===== src/rtl/code_entry_sequencer.sv =====
// Keypad-side initiator for comb_lock: buffers digits, replays them in comb_lock's timing, reports the outcome.
// Optional macro AUTO_SUBMIT_EN: start the attempt as soon as the last digit is buffered (submit unused).
module code_entry_sequencer #(
   parameter int NUM_DIGITS = 4,
   parameter int DIGIT_W    = 4,
   parameter int GAP_CYCLES = 1,
   parameter int RESP_WAIT  = 8
) (
   input  logic               clk,
   input  logic               rst_n,
   input  logic               key_valid,
   input  logic [DIGIT_W-1:0] key_data,
   output logic               key_ready,
   input  logic               submit,
   input  logic               clear,
   input  logic               grant,
   input  logic               deny,
   input  logic               lock,
   output logic               enter_button,
   output logic [DIGIT_W-1:0] ip_pass,
   output logic               busy,
   output logic [2:0]         digit_count,
   output logic               result_valid,
   output logic [1:0]         result,
   output logic               short_err
);
   localparam int CNT_A   = (GAP_CYCLES > NUM_DIGITS) ? GAP_CYCLES : NUM_DIGITS;
   localparam int CNT_MAX = (RESP_WAIT > CNT_A) ? RESP_WAIT : CNT_A;
   localparam int CNT_W   = $clog2(CNT_MAX + 1);
   localparam int IDX_W   = (NUM_DIGITS > 1) ? $clog2(NUM_DIGITS) : 1;

   typedef enum logic [2:0] {
      S_IDLE, S_ENTER, S_GAP, S_DIGIT, S_RESP, S_DENY_CHK, S_LOCKWAIT
   } state_t;

   state_t             state_q, state_d;
   logic [CNT_W-1:0]   cnt_q, cnt_d;
   logic [2:0]         count_q, count_d;
   logic [DIGIT_W-1:0] buf_q [NUM_DIGITS];
   logic               enter_q, enter_d;
   logic [DIGIT_W-1:0] ip_q, ip_d;
   logic               busy_q, busy_d;
   logic               rv_q, rv_d;
   logic [1:0]         res_q, res_d;
   logic               serr_q, serr_d;

   logic key_fire, full, buf_we, start_attempt, short_submit;

   assign key_ready = (state_q == S_IDLE) && (count_q < 3'(NUM_DIGITS));
   assign key_fire  = key_valid && key_ready;
   assign full      = (count_q == 3'(NUM_DIGITS));
   assign buf_we    = key_fire && !clear;

`ifdef AUTO_SUBMIT_EN
   assign start_attempt = full;
   assign short_submit  = 1'b0;
`else
   assign start_attempt = submit && full;
   assign short_submit  = submit && !full;
`endif

   // Digit buffer, written at the current count so digits replay in entry order.
   for (genvar gi = 0; gi < NUM_DIGITS; gi++) begin : g_buf
      always_ff @(posedge clk or negedge rst_n) begin
         if (!rst_n) begin
            buf_q[gi] <= '0;
         end else if (buf_we && (count_q[IDX_W-1:0] == IDX_W'(gi))) begin
            buf_q[gi] <= key_data;
         end
      end
   end

   always_comb begin
      state_d = state_q;
      cnt_d   = cnt_q;
      count_d = count_q;
      rv_d    = 1'b0;
      res_d   = res_q;
      serr_d  = 1'b0;
      unique case (state_q)
         S_IDLE: begin
            if (start_attempt) begin
               state_d = S_ENTER;
               cnt_d   = '0;
            end else begin
               serr_d = short_submit;
               if (clear) begin
                  count_d = '0;
               end else if (key_fire) begin
                  count_d = count_q + 3'd1;
               end
            end
         end
         S_ENTER: begin
            state_d = S_GAP;
            cnt_d   = '0;
         end
         S_GAP: begin
            if (cnt_q == CNT_W'(GAP_CYCLES - 1)) begin
               state_d = S_DIGIT;
               cnt_d   = '0;
            end else begin
               cnt_d = cnt_q + CNT_W'(1);
            end
         end
         S_DIGIT: begin
            if (cnt_q == CNT_W'(NUM_DIGITS - 1)) begin
               state_d = S_RESP;
               cnt_d   = '0;
               count_d = '0;
            end else begin
               cnt_d = cnt_q + CNT_W'(1);
            end
         end
         S_RESP: begin
            // A deny may be followed by lock one cycle later, so it is confirmed in DENY_CHK.
            if (grant) begin
               state_d = S_IDLE;
               rv_d    = 1'b1;
               res_d   = 2'b01;
            end else if (lock) begin
               state_d = S_LOCKWAIT;
               rv_d    = 1'b1;
               res_d   = 2'b11;
            end else if (deny) begin
               state_d = S_DENY_CHK;
            end else if (cnt_q == CNT_W'(RESP_WAIT - 1)) begin
               state_d = S_IDLE;
               rv_d    = 1'b1;
               res_d   = 2'b00;
            end else begin
               cnt_d = cnt_q + CNT_W'(1);
            end
         end
         S_DENY_CHK: begin
            rv_d = 1'b1;
            if (lock) begin
               state_d = S_LOCKWAIT;
               res_d   = 2'b11;
            end else begin
               state_d = S_IDLE;
               res_d   = 2'b10;
            end
         end
         S_LOCKWAIT: begin
            if (!lock) begin
               state_d = S_IDLE;
            end
         end
         default: state_d = S_IDLE;
      endcase
      enter_d = (state_d == S_ENTER);
      busy_d  = (state_d != S_IDLE);
      ip_d    = (state_d == S_DIGIT) ? buf_q[cnt_d[IDX_W-1:0]] : '0;
   end

   always_ff @(posedge clk or negedge rst_n) begin
      if (!rst_n) begin
         state_q <= S_IDLE;
         cnt_q   <= '0;
         count_q <= '0;
         enter_q <= 1'b0;
         ip_q    <= '0;
         busy_q  <= 1'b0;
         rv_q    <= 1'b0;
         res_q   <= 2'b00;
         serr_q  <= 1'b0;
      end else begin
         state_q <= state_d;
         cnt_q   <= cnt_d;
         count_q <= count_d;
         enter_q <= enter_d;
         ip_q    <= ip_d;
         busy_q  <= busy_d;
         rv_q    <= rv_d;
         res_q   <= res_d;
         serr_q  <= serr_d;
      end
   end

   assign enter_button = enter_q;
   assign ip_pass      = ip_q;
   assign busy         = busy_q;
   assign digit_count  = count_q;
   assign result_valid = rv_q;
   assign result       = res_q;
   assign short_err    = serr_q;

endmodule


===== config.mk =====
export PLATFORM = sky130hd
export DESIGN_NAME = code_entry_sequencer
export DESIGN_NICKNAME = d
export VERILOG_FILES = /design/src/rtl/code_entry_sequencer.sv
export SDC_FILE = /design/constraint.sdc
export NUM_CORES = 1
export LEC_CHECK = 0
export ABC_CLOCK_PERIOD_IN_PS = 3700
export CORE_UTILIZATION = 53
export CTS_BUF_LIST = sky130_fd_sc_hd__clkbuf_4
export CTS_CLUSTER_SIZE = 24
export DETAILED_ROUTE_END_ITERATION = 8
export PLACE_DENSITY = 0.88
export SYNTH_ARGS = -nofsm -noshare
export SYNTH_HDL_FRONTEND = slang
export SYNTH_SLANG_ARGS = --single-unit

===== constraint.sdc =====
create_clock -name clk -period 3.7 [get_ports clk]
set_clock_uncertainty 0.1 [all_clocks]
set_input_delay 1.11 -clock clk [delete_from_list [all_inputs] [get_ports clk]]
set_output_delay 1.11 -clock clk [all_outputs]
set_load 0.01 [all_outputs]

# After elaboration in Yosys (flattened, before gate mapping)
# Cells that the tools add are included.
# W data, S select, Z words.
[word_totals] register_bits=36 in_bits=12 output_inout_bits=14
[op_classes] addsub=2 n_lt_le_gt_ge=2 n_eq_ne=24 mux=40 bitwise_logic=1 reduce_logical=21
[ops] cell="$mux W4" count=10
[ops] cell="$mux W3" count=13
[ops] cell="$pmux W3 S7" count=1
[ops] cell="$pmux W4 S5" count=1
[ops] cell="$ne A2 B2 Y1 const B" count=7
[ops] cell="$eq A3 B3 Y1 const B" count=4
[ops] cell="$eq A3 B2 Y1 const B" count=3
[ops] cell="$logic_and A1 B1 Y1" count=9
[ops] cell="$bmux W4 S2" count=1
[ops] cell="$mux W2" count=4
[ops] cell="$ne A4 B4 Y1 const B" count=2
[ops] cell="$mux W1" count=7
[ops] cell="$eq A3 B1 Y1 const B" count=2
[ops] cell="$pmux W3 S2" count=1
[ops] cell="$reduce_and A6 Y1" count=1
[ops] cell="$reduce_bool A5 Y1" count=1
[ops] cell="$add A4 B1 Y4 const B" count=1
[ops] cell="$eq A2 B2 Y1 const B" count=2
[ops] cell="$eq A4 B2 Y1 const B" count=1
[ops] cell="$eq A4 B3 Y1 const B" count=1
[ops] cell="$logic_not A4 Y1" count=1
[ops] cell="$pmux W2 S2" count=1
[ops] cell="$reduce_and A4 Y1" count=1
[ops] cell="$reduce_bool A2 Y1" count=2
[ops] cell="12 further kinds" count=13

# Depth between registers and ports, before layout
# Gate-level depths: netlist of the first run.
[logic_depth] depth_word=11 mapped_depth=9 mapped_depth_nobuf=7

# Least setup slack after synthesis of the first run
# No wires, ideal clock.
[synth_path] path_kind="input -> register" startpoint="input lock" endpoint="register ip_q[2] (netlist: ip_pass[2])" setup_ps=149 arrival_time_ps=2348 t_required_ps=3451 slack_ps=1104 path_stages=8 n_path_buf=3 path_cell_list="buf_2 > nor3_1 > and4_1 > buf_2 > buf_4 > nor3_1 > a211oi_1 > o22ai_1"
[synth_between] elab_chain_len=8
[synth_lines] element="from (decl)" line_no="18" rtl="input logic lock,"
[synth_lines] element="$mux W4" line_no="121" rtl="end else if (lock) begin"
[synth_lines] element="$mux W4" line_no="117" rtl="if (grant) begin"
[synth_lines] element="$pmux W4 S5" line_no="80" rtl="unique case (state_q)"
[synth_lines] element="$not A2 Y3 (not written as such)" line_no="154" rtl="ip_d = (state_d == S_DIGIT) ? buf_q[cnt_d[IDX_W-1:0]] : '0;"
[synth_lines] element="$bmux W4 S2" line_no="154"
[synth_lines] element="$mux W4 (not written as such) (2 in series)" line_no="154"
[synth_lines] element="$mux W4 *" line_no="154"
[synth_lines] element="net ip_d[2]" line_no="41" rtl="logic [DIGIT_W-1:0] ip_q, ip_d;"
[synth_lines] element="to (signal assigned)" line_no="173" rtl="ip_q <= ip_d;"
[synth_lines] element="to (decl)" line_no="41"
# The timed path passes the listed nets; every way through them passes the cells marked *. The select of a mux whose other input is x is not followed.
# A chain may end at the register's enable or synchronous reset.

# Worst setup path after layout of the first run
[layout_path] startpoint="register state_q[0]" endpoint="output key_ready"
[layout_between] elab_chain_len=2
[layout_lines] element="from (decl)" line_no="36" rtl="state_t state_q, state_d;"
[layout_lines] element="from (signal assigned)" line_no="169" rtl="state_q <= state_d;"
[layout_lines] element="$logic_not A3 Y1" line_no="49" rtl="assign key_ready = (state_q == S_IDLE) && (count_q < 3'(NUM_DIGITS));"
[layout_lines] element="$logic_and A1 B1 Y1" line_no="49"
[layout_lines] element="to (decl)" line_no="13" rtl="output logic key_ready,"
# No other way between the ends.

==> results.toml, run 1 <==
[timing]
worst_slack_ns = 0.531
setup_viol = 0
hold_viol = 0
relSlewSlack_pct = 46.3
setup-tns-final_ns = 0
tightest_slew_ns = 0.803
fmax_mhz = 316
report.final.slew_viol_count = 0
period_minus_slack_ns = 3.17
holdWs_ns = 0.406
rsz0062_at_grt = "no"
fin_crit_sh_pct = 85.7

[outcome]
status = "complete, no violations"

[logic_synthesis]
syn_area_mm2 = 0.00210
yosys_warnings = 0
yosys-top-cells-count = "dfrtp_1, nand2_1, nor3_1"
synth_top_area_share_pct = 42.8
synth_area_per_cell_um2 = 10.5
synth-seq-area-share_pct = 42.8
yosys.cell_count.top_type = "dfrtp_1"
synth_ff_type = "dfrtp_1"
async_flop_share_pct = 100
syn_inst = 201
ys_seq_elements = 36
synth-edff-count = 0
synth.distinct_cells = 50
syn-num-nets = 219
post-synth-top-area-cell = "dfrtp_1"
yosys-top-cells-area = "dfrtp_1, mux2_1, o2111a_1, ha_1, nand2_1"

[power]
p_comb_share_pct = 46.4
powerDensity_mw_per_mm2 = 711
peakVddDrop_mv = 0.413
leakagePower_nw = 1.09
power.switching_mw = 0.712
pwr-share-clk_pct = 16.5
seqPwrFrac_pct = 37.1
p_sw_share_pct = 41.0
intPower_mw = 1.02

[critical_path]
reg2reg_slack_ns = 1.19
cp-end-kind = "primary output"
cp-start-kind = "flop"
critPathMaxFanout = 10
r2r_cells = 7
timing.rr.end = "ip_pass[1]"
path_cells = "or3_4, nor2_1, clkdlybuf4s50_1"
arrival_ns = 1.96
cp_slowest_cell = "clkdlybuf4s50_1"
cp.required_ns = 2.49
path_class = "reg -> out"
critPathMaxStageDelay_ns = 0.54
r2r_start = "digit_count[0]"

[cts]
root_buffer = "clkbuf_4"
cts_resized = 0
cts_buffers = 5
clock_latency_ns = 0.35
clockBufferDepth = 2
cts_tree = "yes"
htreeDepth = 2
holdBufCountCts = 0
postCtsSetupBuffers = 0
clkSinkCount = 36
clkTransAtPathRegs_ns = 0.12

[route]
drt_iter0_markers = 117
vias = 1628
drc = 0
wl_um = 4290
wire_per_inst_um = 15.7
first_pass_iters = 4
antenna_left = 0
viasPerCell = 5.96

[min_path]
worstHoldStart = "buf_q[12]"
hold_class = "reg -> reg"
hold_path_end = "buf_q[12]"
whs_path_depth = 1

[placed_design]
hpwl_um = 3040
pre_cts_slack_ns = 0.393
place.gp.congestion = 0.812
port_buffers = 25

[die]
die_x_um = 65.0
coreArea_mm2 = 0.00374
io_pins = 26
initial_core_util_pct = 56.2
die_area_mm2 = 0.00423
die_h_um = 65.0
num_rows = 22

[cells_and_area]
final_layout_size_suffix_gt1_share_pct = 11.6
diodes = 0
final_util_pct = 65.3
synthToLayoutAreaGrowth_pct = 16.1
final_nets = 242

[global_route]
overflow = 0
grtUsageTotal_pct = 22.6
grt_pass1_vias = 1510
grt_pass1_wl_um = 7150
antenna_found_initial = 0
grt_max_degree = 37

[job]
maxCapViolCount = 0
layer usage:
layer	part of all wire, %	up-vias	routed length (um)	track usage, %
met5	0	-	0	0
met4	1.6	0	68	9.78
met3	5.3	5	228	5.28
met2	48	52	2060	35.0
met1	45	775	1930	30.2
li1	-	796	-	-
worst max path at each step:
stage                 end  slack [ns]  cells past startpoint       start
2_1_floorplan  ip_pass[2]        1.10                      8        lock
3_3_place_gp   ip_pass[1]        0.45                      6      submit
3_5_place_dp   ip_pass[3]        0.39                      7        lock
4_1_cts         key_ready        0.51                      3  state_q[0]
5_1_grt         key_ready        0.47                      3  state_q[0]
6_report        key_ready        0.53                      3  state_q[0]
power groups by stage:
stage	clock (mW)	combinational (mW)	sequential [mW]
after floorplan	0	0.620	0.603
after CTS	0.296	0.800	0.641
after global routing	0.310	0.883	0.662
final	0.287	0.806	0.644
after global placement	0	0.780	0.643
after detailed placement	0	0.794	0.650
placed cells by master, fill, tap and decap left out, types with 2 or more instances in the layout:
cell type and count:
dfrtp_1 36, clkdlybuf4s50_1 25, nand2_1 20, nor3_1 13, mux2_1 12, nor2_1 11
a21boi_0 9, o2111a_1 8, a211oi_1 8, ha_1 6, inv_1 5, o22ai_1 5
clkbuf_4 5, a31oi_1 4, nand2_4 4, mux2_4 4, buf_4 4, o21ai_0 3
or3_1 3, a21oi_1 3, nand3_1 2, o32ai_1 2, a21o_1 2, nor3b_1 2
nand2b_1 2
final cells by class:
| type | instances | area [um2] |
|---|---|---|
| Fill cell | 307 | 1300 |
| Sequential cell | 36 | 901 |
| Tap cell | 48 | 60.1 |
| Inverter | 6 | 22.5 |
| Clock buffer | 5 | 37.5 |
| Multi-Input combinational cell | 146 | 1100 |
| Clock inverter | 3 | 46.3 |
| Timing Repair Buffer | 29 | 280 |
cells by family after synthesis:
family,Yosys count,share of synthesized area [%]
simple gates,68,18.3
compound gates,54,20.2
flops,36,42.8
buf+inv,19,5.11
mux,16,9.27
fa+ha+maj,6,3.57
xor+xnor,2,0.832
worst max-delay path, delay by kind of cell (launching register included):
kind,cells,cell delay (ns)
buffers and inverters,1,0.54
flip-flops,1,0.51
AND/OR/NAND/NOR,2,0.55
through the flow:
step           area (um2)  instances  total power [mW]
2_1_floorplan        2100        201              1.22
3_3_place_gp         2360        265              1.42
3_5_place_dp         2360        265              1.44
4_1_cts              2440        273              1.74
5_1_grt              2440        273              1.85
6_report             2440        273              1.74
registers in the layout (all words and copies together) (netlist names):
| signal | count |
|---|---|
| result | 2 |
| short_err | 1 |
| cnt_q | 4 |
| digit_count | 3 |
| result_valid | 1 |
| buf_q | 16 |
| busy | 1 |
| state_q | 3 |
| ip_pass | 4 |
| enter_button | 1 |
Note: power is estimated with default switching activity, not from simulation.
==> inputs of run 2 (changes only) <==
- ABC_AREA: default -> 1
- CAP_MARGIN: default -> 25
==> run 2 against run 1 <==
Non-clock buffer count is 3 lower. Clock power shrank 25%. Die area shrank 6.7%. Clock-buffer cell count is the same. Synthesized area shrank 7.0%. Cell count rose by 12%. Synthesized cell count rose by 12%. Critical endpoint unchanged. Largest cell class unchanged.
==> results.toml, run 2 <==
[route]
vias = 1587
drt_iter0_markers = 81
wl_um = 3670
viasPerCell = 5.20
antenna_left = 0
wire_per_inst_um = 12.0
drc = 0
first_pass_iters = 4

[logic_synthesis]
ys_seq_elements = 36
yosys-top-cells-area = "dfrtp_1, nand2_1, inv_1, nand2_4, nand3_1"
synth_area_per_cell_um2 = 8.70
post-synth-top-area-cell = "dfrtp_1"
syn_inst = 225
yosys-top-cells-count = "nand2_1, inv_1, dfrtp_1"
synth.distinct_cells = 26
yosys.cell_count.top_type = "nand2_1"
syn_area_mm2 = 0.00196
synth_top_area_share_pct = 46.0
synth-edff-count = 0
yosys_warnings = 0
syn-num-nets = 243
synth-seq-area-share_pct = 46.0
synth_ff_type = "dfrtp_1"
async_flop_share_pct = 100

[die]
die_area_mm2 = 0.00394
initial_core_util_pct = 56.9
io_pins = 26
die_h_um = 62.8
die_x_um = 62.8
num_rows = 21
coreArea_mm2 = 0.00344

[cts]
cts_resized = 0
htreeDepth = 2
clockBufferDepth = 2
root_buffer = "clkbuf_4"
clkTransAtPathRegs_ns = 0.11
cts_tree = "yes"
holdBufCountCts = 0
cts_buffers = 5
clock_latency_ns = 0.35
postCtsSetupBuffers = 0
clkSinkCount = 36

[global_route]
overflow = 0
grtUsageTotal_pct = 21.4
grt_pass1_wl_um = 6440
grt_pass1_vias = 1445
antenna_found_initial = 0
grt_max_degree = 37

[timing]
fmax_mhz = 314
rsz0062_at_grt = "no"
setup-tns-final_ns = 0
holdWs_ns = 0.387
report.final.slew_viol_count = 0
setup_viol = 0
period_minus_slack_ns = 3.19
fin_crit_sh_pct = 86.2
tightest_slew_ns = 0.447
relSlewSlack_pct = 70.2
worst_slack_ns = 0.511
hold_viol = 0

[critical_path]
path_class = "reg -> out"
cp-end-kind = "primary output"
cp.required_ns = 2.49
critPathMaxFanout = 6
cp-start-kind = "flop"
arrival_ns = 1.98

[power]
leakagePower_nw = 1.16
peakVddDrop_mv = 0.346
powerDensity_mw_per_mm2 = 733

[cells_and_area]
synthToLayoutAreaGrowth_pct = 19.2
fillers = 279
final_cell_mix = "nand2_1, inv_1, dfrtp_1"
design_area_mm2 = 0.00233
largest_reg_flops = 16
top_register = "buf_q"
final_util_pct = 67.8
final_layout_size_suffix_gt1_share_pct = 14.7
diodes = 0
final_nets = 276
layout_commonest_cell = "nand2_1"

[placed_design]
pre_cts_slack_ns = 0.821
hpwl_um = 2820
port_buffers = 25
place.gp.congestion = 0.869
place_area_mm2 = 0.00227

[min_path]
hold_class = "reg -> reg"

[job]
maxCapViolCount = 0

[outcome]
status = "complete, no violations"
[run 2: critical path: stages, from the launching register on]
cell and delay (ns):
dfrtp_1 0.47, nor2_4 0.22, inv_2 0.06, nor2_2 0.16, inv_2 0.07, nor2_4 0.11, clkdlybuf4s50_1 0.55
[run 2: routing by layer]
layer  routed length, um  global-route usage, %  vias to the layer above
met1                1660                   27.0                      731
met3                 159                   6.02                        8
met2                1760                   33.7                       46
met5                   0                      0                        -
li1                    -                      -                      802
met4                  84                   10.5                        0
[run 2: final timing paths]
kind                            cells after the start    endpoint       start  slack [ns]
worst max-delay path                                6   key_ready  state_q[0]        0.51
worst min-delay path                                2   buf_q[12]   buf_q[12]        0.39
worst max register to register                     11  ip_pass[1]    cnt_q[0]        1.63
worst min register to register                      2   buf_q[12]   buf_q[12]        0.39
max in group asynchronous                           2  state_q[0]       rst_n        2.12
min in group asynchronous                           2   short_err       rst_n        1.06
[run 2: logic make-up (layout without fill, tap and decap cells)]
kind of cell / after synthesis / after routing / share of synthesized area (%)
flops: 36 / 36 / 46.0
simple gates: 105 / 105 / 29.8
buf+inv: 39 / 73 / 7.48
compound gates: 39 / 39 / 12.8
fa+ha+maj: 6 / 6 / 3.83
[run 2: per-stage QoR]
stage | instances | total power [mW]
finish | 305 | 1.71
global route | 305 | 1.87
CTS | 305 | 1.71
detailed placement | 297 | 1.50
global placement | 297 | 1.47
floorplan | 225 | 1.25
[run 2: power breakdown]
part | total (mW) | internal, mW | switching, mW | leakage, nW
Sequential | 0.622 | 0.523 | 0.0987 | 0.471
Clock | 0.215 | 0.0746 | 0.141 | 0.0274
Combinational | 0.873 | 0.354 | 0.519 | 0.662
Total | 1.71 | 0.952 | 0.759 | 1.16
[run 2: area by class of cell]
class                           count  area [um2]  area share, %
Multi-Input combinational cell    150         911           39.0
Sequential cell                    36         901           38.6
Timing Repair Buffer               26         258           11.0
Inverter                           39         146           6.27
Tap cell                           46        57.6           2.47
Clock buffer                        5        37.5           1.61
Clock inverter                      3        23.8           1.02
